`src/rtl/simple_pkg.sv`:
```
// simple_pkg: shared FSM states, one-hot phase codes and HLT decode for fetch_phase_unit.
package simple_pkg;
    localparam int WORD_W = 16;
    typedef enum logic [2:0] {S_P1, S_P2, S_P3, S_P4, S_P5, S_WAIT, S_HALT} phase_state_e;
    localparam logic [4:0] PH_P1   = 5'b00001;
    localparam logic [4:0] PH_P2   = 5'b00010;
    localparam logic [4:0] PH_P3   = 5'b00100;
    localparam logic [4:0] PH_P4   = 5'b01000;
    localparam logic [4:0] PH_P5   = 5'b10000;
    localparam logic [4:0] PH_NONE = 5'b00000;
    localparam logic [1:0] HLT_OP  = 2'b11;
    localparam logic [3:0] HLT_FN  = 4'b1111;
    function automatic logic is_hlt(logic [WORD_W-1:0] cmd);
        return cmd[15:14] == HLT_OP && cmd[7:4] == HLT_FN;
    endfunction
    function automatic logic [4:0] phase_of(phase_state_e s);
        return s == S_P1 ? PH_P1 : s == S_P2 ? PH_P2 : s == S_P3 ? PH_P3 :
               s == S_P4 ? PH_P4 : s == S_P5 ? PH_P5 : PH_NONE;
    endfunction
endpackage

```
`src/rtl/fetch_phase_unit.sv`:
```
// fetch_phase_unit: five-phase fetch sequencer holding PC and instruction register.
// Define FETCH_STEP_EN to park in WAIT after each instruction until a step pulse.
module fetch_phase_unit
    import simple_pkg::*;
#(
    parameter logic [WORD_W-1:0] RESET_PC = 16'h0000
) (
    input  logic              clk,
    input  logic              reset,
    output logic [WORD_W-1:0] imem_addr,
    input  logic [WORD_W-1:0] imem_rdata,
    input  logic              imem_ready,
    input  logic              PC_load,
    input  logic [WORD_W-1:0] branch_target,
    output logic [WORD_W-1:0] COMMAND,
    output logic [WORD_W-1:0] PC,
    output logic [4:0]        phase,
    output logic              halted,
    input  logic              step
);
    phase_state_e      state_q, state_d;
    logic [WORD_W-1:0] pc_q, pc_d, cmd_q, cmd_d;

`ifndef FETCH_STEP_EN
    logic unused_step;
    assign unused_step = step;
`endif

    always_comb begin
        state_d = state_q;
        pc_d    = pc_q;
        cmd_d   = cmd_q;
        case (state_q)
            S_P1: if (imem_ready) begin
                cmd_d   = imem_rdata;
                pc_d    = pc_q + 1'b1;
                state_d = S_P2;
            end
            S_P2: state_d = S_P3;
            S_P3: state_d = S_P4;
            S_P4: state_d = S_P5;
            S_P5: begin
                pc_d = PC_load ? branch_target : pc_q;
`ifdef FETCH_STEP_EN
                state_d = is_hlt(cmd_q) ? S_HALT : S_WAIT;
`else
                state_d = is_hlt(cmd_q) ? S_HALT : S_P1;
`endif
            end
`ifdef FETCH_STEP_EN
            S_WAIT: state_d = step ? S_P1 : S_WAIT;
`else
            S_WAIT: state_d = S_P1;
`endif
            S_HALT: state_d = S_HALT;
            default: state_d = S_P1;
        endcase
    end

    always_ff @(posedge clk) begin
        if (reset) begin
            state_q <= S_P1;
            pc_q    <= RESET_PC;
            cmd_q   <= '0;
        end else begin
            state_q <= state_d;
            pc_q    <= pc_d;
            cmd_q   <= cmd_d;
        end
    end

    assign imem_addr = pc_q;
    assign PC        = pc_q;
    assign COMMAND   = cmd_q;
    assign phase     = phase_of(state_q);
    assign halted    = state_q == S_HALT;
endmodule

```
`config.mk`:
```
export PLATFORM = sky130hd
export DESIGN_NAME = fetch_phase_unit
export DESIGN_NICKNAME = d
export VERILOG_FILES = /design/src/rtl/simple_pkg.sv /design/src/rtl/fetch_phase_unit.sv
export SDC_FILE = /design/constraint.sdc
export NUM_CORES = 1
export LEC_CHECK = 0
export ABC_AREA = 1
export BUFFER_PORTS_ARGS = -buffer_cell sky130_fd_sc_hd__buf_2
export CAP_MARGIN = 30
export CELL_PAD_IN_SITES_DETAIL_PLACEMENT = 1
export CELL_PAD_IN_SITES_GLOBAL_PLACEMENT = 2
export CORE_MARGIN = 2
export CORE_UTILIZATION = 23
export DETAILED_ROUTE_END_ITERATION = 7
export PLACE_DENSITY = 0.91
export SLEW_MARGIN = 0
export SYNTH_ARGS = -nofsm -noshare
export SYNTH_HDL_FRONTEND = slang
export SYNTH_SLANG_ARGS = --single-unit
export TNS_END_PERCENT = 5
```
`constraint.sdc`:
```
create_clock -name clk -period 1.5 [get_ports clk]
set_input_delay 0.225 -clock clk [delete_from_list [all_inputs] [get_ports clk]]
set_output_delay 0.225 -clock clk [all_outputs]
set_load 0.1 [all_outputs]
```
==> results.ini, run 1 <==
[critical_path]
crit_top_cell=buf_12
path_delay_family=buffers and inverters
cpMaxStageDelayCell=dfxtp_2
cp_data_required_time_ns=1.27
worst-path-buf-inv=3
cp_cell_sequence=nor2_2 > nand2_2 > inv_2 > buf_12 > buf_12
critical_path.max_fanout=17
critPathKind=flop to output pin
cp-start-kind=flop
critPathMaxStageDelay_ns=0.34
cp-end-kind=output pin
critPathArrivalTime_ns=1.24

[detailed_routing]
drc_errors=0
ant_nets=0
drtIter0Drc=47
drtPass1Iterations=4
vias=2192
wire_per_inst_um=13.0
vias_per_cell=4.48
wirelength_um=6350

[floorplanning]
coreArea_um2=8260
die_w_um=96.5
initial_core_util_pct=23.8
die_h_um=96.5
std_cell_rows=33
die-area_um2=9310
ios=91

[place]
pre_cts_ws_ns=0.0651
place_inst=480
io_buffer_count=89
place_hpwl_um=4780
globalplace.congestion=0.715

[global_routing]
grt.overflow.total=0
grt_pass1_vias=2264
antenna_found_initial=1
grt_usage_pct=14.4
grt_pass1_wl_um=10500
grt_max_degree=22

[pwr]
p_int_uw=1580
comb_power_share_pct=36.4
p_per_area_nw_per_um2=1030
p_sw_share_pct=43.4
power_leakage_uw=0.00129
switchingPower_uw=1210
ir_drop_v=0.000581
finalPower_uw=2780
clockPowerShare_pct=26.3
seqPwrFrac_pct=37.3

[clocking]
cts_tree=built
worstSkewPairLatency_ns=0.28
clock-sinks=35
clockBufferDepth=2
clkTransAtPathRegs_ns=0.08
root_buffer=clkbuf_8
hold_buffers=0
htreeDepth=2
numCtsBuffers=5

[synthesis]
synthXorXnorAreaFrac_pct=0
muxShareOfSynthArea_pct=0
synth_nets=342
synth_area_leaders=dfxtp_1, nand2_1, nor2_1, o21ai_0, buf_4
synth_top_family_by_area=simple AND/OR/NAND/NOR gates
synthArstFlopShare_pct=0
synth-main-ff-cell=dfxtp_1
synthesis.area_um2=1970
ys_ff_latch=35
synth_cells=304
synth_cell_type_count=26
synth-compound-area-share_pct=16.0
syn_avg_cell_area_um2=6.47
yosysTopAreaCellShare_pct=35.6
yosys.area_share.adder_pct=0.636
yosys_warnings=0
synth_area_leader_cell=dfxtp_1
synth-seq-area-share_pct=35.6
synth-edff-count=0
synth_simple_gate_area_share_pct=32.9

[run_status]
status=completed

[worst_hold_path]
hold_class=input port to flop

[sta]
max_freq_mhz=684
hold_viol_final=0
final-setup-viol-count=0
clock-skew-final_ns=0.00251
finalCritPeriodShare_pct=97.5
max-slew-margin-rel_pct=64.0
worst_pin_slew_ns=0.539
fin_ws_ns=0.0371
rsz0062_at_grt=yes
fin_crit_ns=1.46
finalMaxSlewViolations=0

[finish]
syn_to_final_growth_pct=38.0
drive_gt1_share_pct=38.8
fin_cells=489
multi_input_area_um2=1010
antenna_cells=0
regArea_um2=732
fill_cells=1089
layout.nets=421

[run]
drv_cap=0

-- worst reg2reg max path: stages, from the launching register on --
cell     delay, ns
dfxtp_2       0.35
inv_2         0.14
nand2_2       0.13
nor2_8        0.11
inv_4         0.05
nand2_8       0.11
inv_4         0.11
nor2_1        0.10
nand2_1       0.06
a21oi_1       0.13
-- final timing paths --
check,startpoint,endpoint,slack (ns),cells past startpoint
setup / recovery,state_q[0],phase[4],0.04,5
hold / removal,imem_rdata[9],COMMAND[9],0.16,3
setup reg to reg,state_q[1],PC[9],0.13,9
hold reg to reg,COMMAND[4],COMMAND[4],0.47,2
-- layout by cell type, fill, tap and decap left out, drive strengths merged --
master / instances
clkbuf: 7
a211oi: 1
nand4: 2
o31ai: 4
dfxtp: 35
nor3: 2
nand2: 70
buf: 98
nand3: 16
clkinv: 1
a31oi: 2
o21ai: 35
nor2: 62
inv: 30
ha: 1
or2: 1
a21oi: 17
-- logic make-up (layout without fill, tap and decap cells) --
logic type,after synthesis,in the layout
flops,35,35
simple gates,153,153
compound gates,59,59
buf+inv,56,136
fa+ha+maj,1,1
-- metal layers --
metal / wire (µm) / track usage, % / part of all wire, % / vias to the layer above
met5: 0 / 0 / 0 / -
met1: 2700 / 16.4 / 43 / 1011
li1: - / - / - / 1105
met3: 569 / 5.51 / 9.0 / 6
met2: 3030 / 25.5 / 48 / 70
met4: 49 / 2.93 / 0.77 / 0
-- through the flow --
step / TNS, ns / area [µm²] / util [%] / hold slack [ns]
3_3_place_gp: 0 / 2580 / 31.3 / 0.447
4_1_cts: -0.0143 / 2700 / 32.7 / 0.147
2_1_floorplan: -0.811 / 2020 / - / 0.287
3_5_place_dp: 0 / 2580 / 31.3 / 0.456
6_report: 0 / 2720 / 32.9 / 0.158
5_1_grt: -0.190 / 2720 / 32.9 / 0.159
-- power by group through the flow --
stage          Clock, µW  Sequential, µW  Combinational [µW]
2_1_floorplan          0            1470                 384
3_3_place_gp           0            1050                1010
3_5_place_dp           0            1060                1020
4_1_cts              776            1040                1020
5_1_grt              793            1050                1080
6_report             732            1040                1010
-- registers in the layout, summed over array words and instances (netlist names) --
name	cells
COMMAND	16
PC	16
state_q	3
-- final cells by class --
| class | instances | area share [%] |
|---|---|---|
| Multi-Input combinational cell | 213 | 37.4 |
| Inverter | 30 | 4.33 |
| Clock buffer | 7 | 3.18 |
| Sequential cell | 35 | 27.0 |
| Timing Repair Buffer | 98 | 23.1 |
| Clock inverter | 1 | 0.184 |
| Tap cell | 105 | 4.84 |
-- cells in the mapped netlist (all sizes together) (2+ instances only) --
cell type and number:
o21ai 35, buf 22, nor2 62, clkbuf 4, nor3 2, dfxtp 35
inv 30, o31ai 4, a31oi 2, nand3 16, nand4 2, nand2 70
a21oi 17
-- repair_timing --
item | in CTS | in global routing
pin swaps | 0 | 1
setup endpoints to repair | 2 | 19
gates cloned | 0 | 0
resized for setup | 4 | 9
setup buffers | 1 | 0
Power figures use the tool's default switching activity.
==> run 2: changes to the inputs <==
Settings changed: PLACE_DENSITY 0.91 to unset, PLACE_DENSITY_LB_ADDON set to 0.05.
==> results.ini, run 2 (synthesis gave the netlist of run 1 again) <==
[clocking]
clockBufferDepth=2  ; unchanged
root_buffer=clkbuf_8  ; unchanged
clock-sinks=35  ; unchanged
hold_buffers=0  ; unchanged
worstSkewPairLatency_ns=0.29  ; was 0.28 ns
htreeDepth=2  ; unchanged
clkTransAtPathRegs_ns=0.08  ; about the same
cts_tree=built  ; unchanged
numCtsBuffers=5  ; unchanged

[run_status]
status=completed  ; unchanged

[critical_path]
critPathArrivalTime_ns=1.21  ; was 1.24 ns
ff2ff_path_depth=10  ; was 9
worst-path-buf-inv=3  ; unchanged
crit_top_cell=buf_12  ; unchanged
rr_endpoint=PC[8]  ; was PC[9]
critPathMaxStageDelay_ns=0.36  ; was 0.34 ns
cpMaxStageDelayCell=dfxtp_4  ; was dfxtp_2
critPathKind=flop to output pin  ; unchanged
cp_cell_sequence=nor2_2 > nand2_2 > inv_2 > buf_12 > buf_12  ; unchanged
cp_data_required_time_ns=1.27  ; about the same
critical_path.max_fanout=5  ; was 17
cp-start-kind=flop  ; unchanged
path_delay_family=flip-flops  ; was buffers and inverters
reg2reg_slack_ns=0.13  ; about the same
r2r-start=state_q[1]  ; unchanged
cp-end-kind=output pin  ; unchanged

[detailed_routing]
wire_per_inst_um=13.1  ; was 13.0 µm
vias_per_cell=4.39  ; was 4.48
drc_errors=0  ; unchanged
drtIter0Drc=26  ; was 47
vias=2197  ; was 2192
wirelength_um=6570  ; was 6350 µm
ant_nets=0  ; unchanged
drtPass1Iterations=4  ; unchanged

[floorplanning]
ios=91  ; unchanged
coreArea_um2=8260  ; unchanged
die-area_um2=9310  ; unchanged
die_w_um=96.5  ; unchanged
die_h_um=96.5  ; unchanged
initial_core_util_pct=23.8  ; unchanged
std_cell_rows=33  ; unchanged

[sta]
rsz0062_at_grt=yes  ; unchanged
hold_slack_ns=0.149  ; was 0.158 ns
finalMaxSlewViolations=0  ; unchanged
max-slew-margin-rel_pct=67.2  ; was 64.0%
max_freq_mhz=696  ; was 684 MHz
fin_tns_setup_ns=0  ; unchanged
worst_pin_slew_ns=0.495  ; was 0.539 ns
hold_viol_final=0  ; unchanged
fin_crit_ns=1.44  ; was 1.46 ns
fin_ws_ns=0.0639  ; was 0.0371 ns
clock-skew-final_ns=0.00727  ; was 0.00251 ns
final-setup-viol-count=0  ; unchanged
finalCritPeriodShare_pct=95.7  ; was 97.5%

[worst_hold_path]
hp-start=imem_rdata[6]  ; was imem_rdata[9]
hold_class=input port to flop  ; unchanged
hold_depth=3  ; unchanged
hold_path_end=COMMAND[6]  ; was COMMAND[9]

[global_routing]
grt_use_met2_pct=24.0  ; was 25.5%
grt.overflow.total=0  ; unchanged
grt_max_degree=22  ; unchanged
grt_use_met3_pct=5.04  ; was 5.51%
grt_pass1_vias=2159  ; was 2264
antenna_found_initial=1  ; unchanged
use_met1_pct=18.6  ; was 16.4%
grt_usage_pct=14.8  ; was 14.4%
grt.busiest_layer=met2  ; unchanged
grt_pass1_wl_um=10500  ; about the same

[pwr]
ir_drop_v=0.000464  ; was 0.000581 V
seqPwrFrac_pct=36.4  ; was 37.3%
clockPowerShare_pct=26.6  ; was 26.3%
switchingPower_uw=1240  ; was 1210 µW
comb_power_share_pct=37.0  ; was 36.4%
power_leakage_uw=0.00134  ; was 0.00129 µW
p_per_area_nw_per_um2=1010  ; was 1030 nW/µm²
p_sw_share_pct=43.7  ; was 43.4%
p_int_uw=1600  ; was 1580 µW

[finish]
layout_common_cells=buf_2, nand2_1, nor2_1  ; unchanged
drive_gt1_share_pct=41.5  ; was 38.8%
layout.nets=432  ; was 421
antenna_cells=0  ; unchanged
syn_to_final_growth_pct=43.6  ; was 38.0%
final_common_cell=buf_2  ; unchanged

[place]
globalplace.congestion=0.769  ; was 0.715
pre_cts_ws_ns=0.0491  ; was 0.0651 ns
place_hpwl_um=4780  ; about the same
io_buffer_count=89  ; unchanged

[run]
drv_cap=0  ; unchanged

## run 2: per-stage QoR
stage	instances	area [µm²]	power (µW)	utilization (%)
6_report	500	2820	2850	34.2
5_1_grt	500	2820	3000	34.2
4_1_cts	494	2730	2870	33.1
3_5_place_dp	483	2590	2080	31.4
3_3_place_gp	483	2590	2070	31.4
2_1_floorplan	304	2020	1850	-
## run 2: how the worst max path moves through the flow
stage / from / to / slack, ns / cells after the start
final: state_q[1] / phase[4] / 0.06 / 5
after global routing: state_q[0] / PC[8] / -0.05 / 10
after CTS: state_q[1] / phase[4] / -0.02 / 5
after detailed placement: PC[0] / PC[12] / 0.05 / 10
after global placement: PC[0] / PC[12] / 0.09 / 10
after floorplan: state_q[2] / state_q[1] / -0.12 / 6
## run 2: layer usage
layer | vias up | wire length, µm
met3 | 9 | 426
met1 | 998 | 3020
met2 | 57 | 3020
met5 | - | 13
met4 | 2 | 87
li1 | 1131 | -
## run 2: cell type report
class,count,area (µm²)
Timing Repair Buffer,109,706
Clock inverter,1,5.00
Fill cell,1079,5430
Multi-Input combinational cell,213,1040
Inverter,30,120
Sequential cell,35,733
Clock buffer,7,86.3
Tap cell,105,131
## run 2: power by group through the flow
| stage | Clock (µW) | Combinational [µW] | Sequential, µW |
|---|---|---|---|
| finish | 759 | 1050 | 1040 |
| detailed placement | 0 | 1020 | 1060 |
| global route | 838 | 1110 | 1040 |
| floorplan | 0 | 384 | 1470 |
| CTS | 799 | 1040 | 1040 |
| global placement | 0 | 1020 | 1060 |
## run 2: worst min-delay path, delay by kind of cell
kind / cells / cell delay, ns
buffers and inverters: 1 / 0.07
AND/OR/NAND/NOR: 2 / 0.11
## run 2: timing repair
item,CTS,global route
pin swaps,2,2
endpoints found under the setup margin,3,18
setup buffers,3,6
resized for setup,8,16
==> run 3: changes to the inputs <==
Settings changed: CORE_MARGIN 2 to unset, PLACE_DENSITY_LB_ADDON 0.05 to 0.08.
==> results.ini, run 3 (synthesis gave the netlist of run 1 again) <==
[run]
drv_cap=0  ; unchanged

[floorplanning]
initial_core_util_pct=23.8  ; unchanged
std_cell_rows=33  ; unchanged
die-area_um2=8930  ; was 9310 µm²
die_w_um=94.5  ; was 96.5 µm
die_h_um=94.5  ; was 96.5 µm
coreArea_um2=8260  ; unchanged
ios=91  ; unchanged

[place]
io_buffer_count=89  ; unchanged
globalplace.congestion=0.765  ; was 0.769
place_area_um2=2600  ; was 2590 µm²
place_hpwl_um=4710  ; was 4780 µm

[critical_path]
cp_cell_sequence=inv_2 > buf_6 > nor3_4 > buf_12  ; was nor2_2 > nand2_2 > inv_2 > buf_12 > buf_12
critPathMaxStageDelay_ns=0.36  ; about the same
worst-path-buf-inv=3  ; unchanged
cp-start-kind=flop  ; unchanged
cp_data_required_time_ns=1.27  ; about the same
critPathArrivalTime_ns=1.27  ; was 1.21 ns
rr_endpoint=PC[10]  ; was PC[8]
path_delay_family=buffers and inverters  ; was flip-flops
r2r-start=PC[0]  ; was state_q[1]
cp-end-kind=output pin  ; unchanged
critPathKind=flop to output pin  ; unchanged
critical_path.max_fanout=6  ; was 5
ff2ff_path_depth=8  ; was 10
reg2reg_slack_ns=0.15  ; was 0.13 ns
cpMaxStageDelayCell=dfxtp_4  ; unchanged

[global_routing]
grt_max_degree=22  ; unchanged
use_met1_pct=18.4  ; was 18.6%
grt_use_met3_pct=4.51  ; was 5.04%
grt_pass1_wl_um=10500  ; about the same
grt.busiest_layer=met2  ; unchanged
grt_pass1_vias=2155  ; was 2159
grt_usage_pct=15.4  ; was 14.8%
antenna_found_initial=0  ; was 1
grt_use_met2_pct=26.4  ; was 24.0%
grt.overflow.total=0  ; unchanged

[clocking]
hold_buffers=0  ; unchanged
worstSkewPairLatency_ns=0.30  ; was 0.29 ns
clockBufferDepth=2  ; unchanged
clkTransAtPathRegs_ns=0.09  ; was 0.08 ns
cts_tree=built  ; unchanged
clock-sinks=35  ; unchanged
numCtsBuffers=5  ; unchanged
htreeDepth=2  ; unchanged
root_buffer=clkbuf_8  ; unchanged

[worst_hold_path]
hp-start=imem_rdata[8]  ; was imem_rdata[6]
hold_path_end=COMMAND[8]  ; was COMMAND[6]
hold_class=input port to flop  ; unchanged
hold_depth=3  ; unchanged

[sta]
finalCritPeriodShare_pct=99.6  ; was 95.7%
fin_tns_setup_ns=0  ; unchanged
clock-skew-final_ns=0.00724  ; was 0.00727 ns
hold_slack_ns=0.142  ; was 0.149 ns
max_freq_mhz=669  ; was 696 MHz
hold_viol_final=0  ; unchanged
rsz0062_at_grt=yes  ; unchanged
fin_crit_ns=1.49  ; was 1.44 ns
worst_pin_slew_ns=0.504  ; was 0.495 ns
finalMaxSlewViolations=0  ; unchanged
final-setup-viol-count=0  ; unchanged
max-slew-margin-rel_pct=66.6  ; was 67.2%

[detailed_routing]
wire_per_inst_um=13.0  ; was 13.1 µm
drtIter0Drc=29  ; was 26
vias_per_cell=4.44  ; was 4.39
ant_nets=0  ; unchanged
drtPass1Iterations=4  ; unchanged
drc_errors=0  ; unchanged
wirelength_um=6460  ; was 6570 µm
vias=2203  ; was 2197

[pwr]
power_leakage_uw=0.00132  ; was 0.00134 µW
ir_drop_v=0.000453  ; was 0.000464 V
p_per_area_nw_per_um2=1010  ; about the same

[finish]
layout.nets=428  ; was 432
design_area_um2=2770  ; was 2820 µm²
fill_cells=1076  ; was 1079
layout_common_cells=buf_2, nand2_1, nor2_1  ; unchanged
syn_to_final_growth_pct=40.8  ; was 43.6%
drive_gt1_share_pct=40.4  ; was 41.5%
multi_input_area_um2=1030  ; was 1040 µm²
final_common_cell=buf_2  ; unchanged
regArea_um2=733  ; unchanged
antenna_cells=0  ; unchanged

[run_status]
status=completed  ; unchanged

[run 3: cell types whose count changed in the layout (fill, tap and decap cells not counted), sizes merged]
cell / previous run / this run
clkbuf: 7 / 5
clkinvlp: 0 / 1
buf: 109 / 105
clkinv: 1 / 2
[run 3: cell type report]
class,count,area share [%]
clock buffer,5,2.49
clock inverter,3,0.723
inverter,30,4.25
multi-input combinational,213,37.1
sequential,35,26.5
tap,105,4.74
timing repair buffer,105,24.3
[run 3: timing repair]
item,in CTS,in global routing
resized for setup,5,14
pin swaps,0,3
endpoints found under the setup margin,4,13
buffers inserted,2,2
[run 3: worst max path at each step]
stage	startpoint	endpoint	slack (ns)	cells after the start
after floorplan	state_q[2]	state_q[1]	-0.12	6
after global placement	PC[0]	PC[12]	0.1	10
after detailed placement	PC[0]	PC[12]	0.05	10
after CTS	state_q[1]	halted	-0.02	4
after global routing	state_q[1]	halted	-0.05	4
final	state_q[1]	halted	0.006	4
[run 3: routing by layer]
metal | vias up | routed length (µm)
li1 | 1124 | -
met1 | 1016 | 2820
met2 | 56 | 3160
met3 | 7 | 400
met4 | 0 | 76
met5 | - | 0
[run 3: per-stage QoR]
step | util, % | total power (µW) | setup WS, ns | instances
floorplan | - | 1850 | -0.125 | 304
global placement | 31.5 | 2070 | 0.0990 | 484
detailed placement | 31.5 | 2080 | 0.0500 | 484
CTS | 33.0 | 2820 | -0.0232 | 494
global route | 33.5 | 2930 | -0.0456 | 496
finish | 33.5 | 2790 | 0.00579 | 496
[run 3: report_power, final]
part           internal, µW  switching [µW]
registers               995            41.6
clock network           324             406
logic                   219             804
total                  1540            1250
[run 3: worst min-delay path: stages]
cell    delay (ns)
buf_2         0.08
nor2_1        0.03
nor2_1        0.08
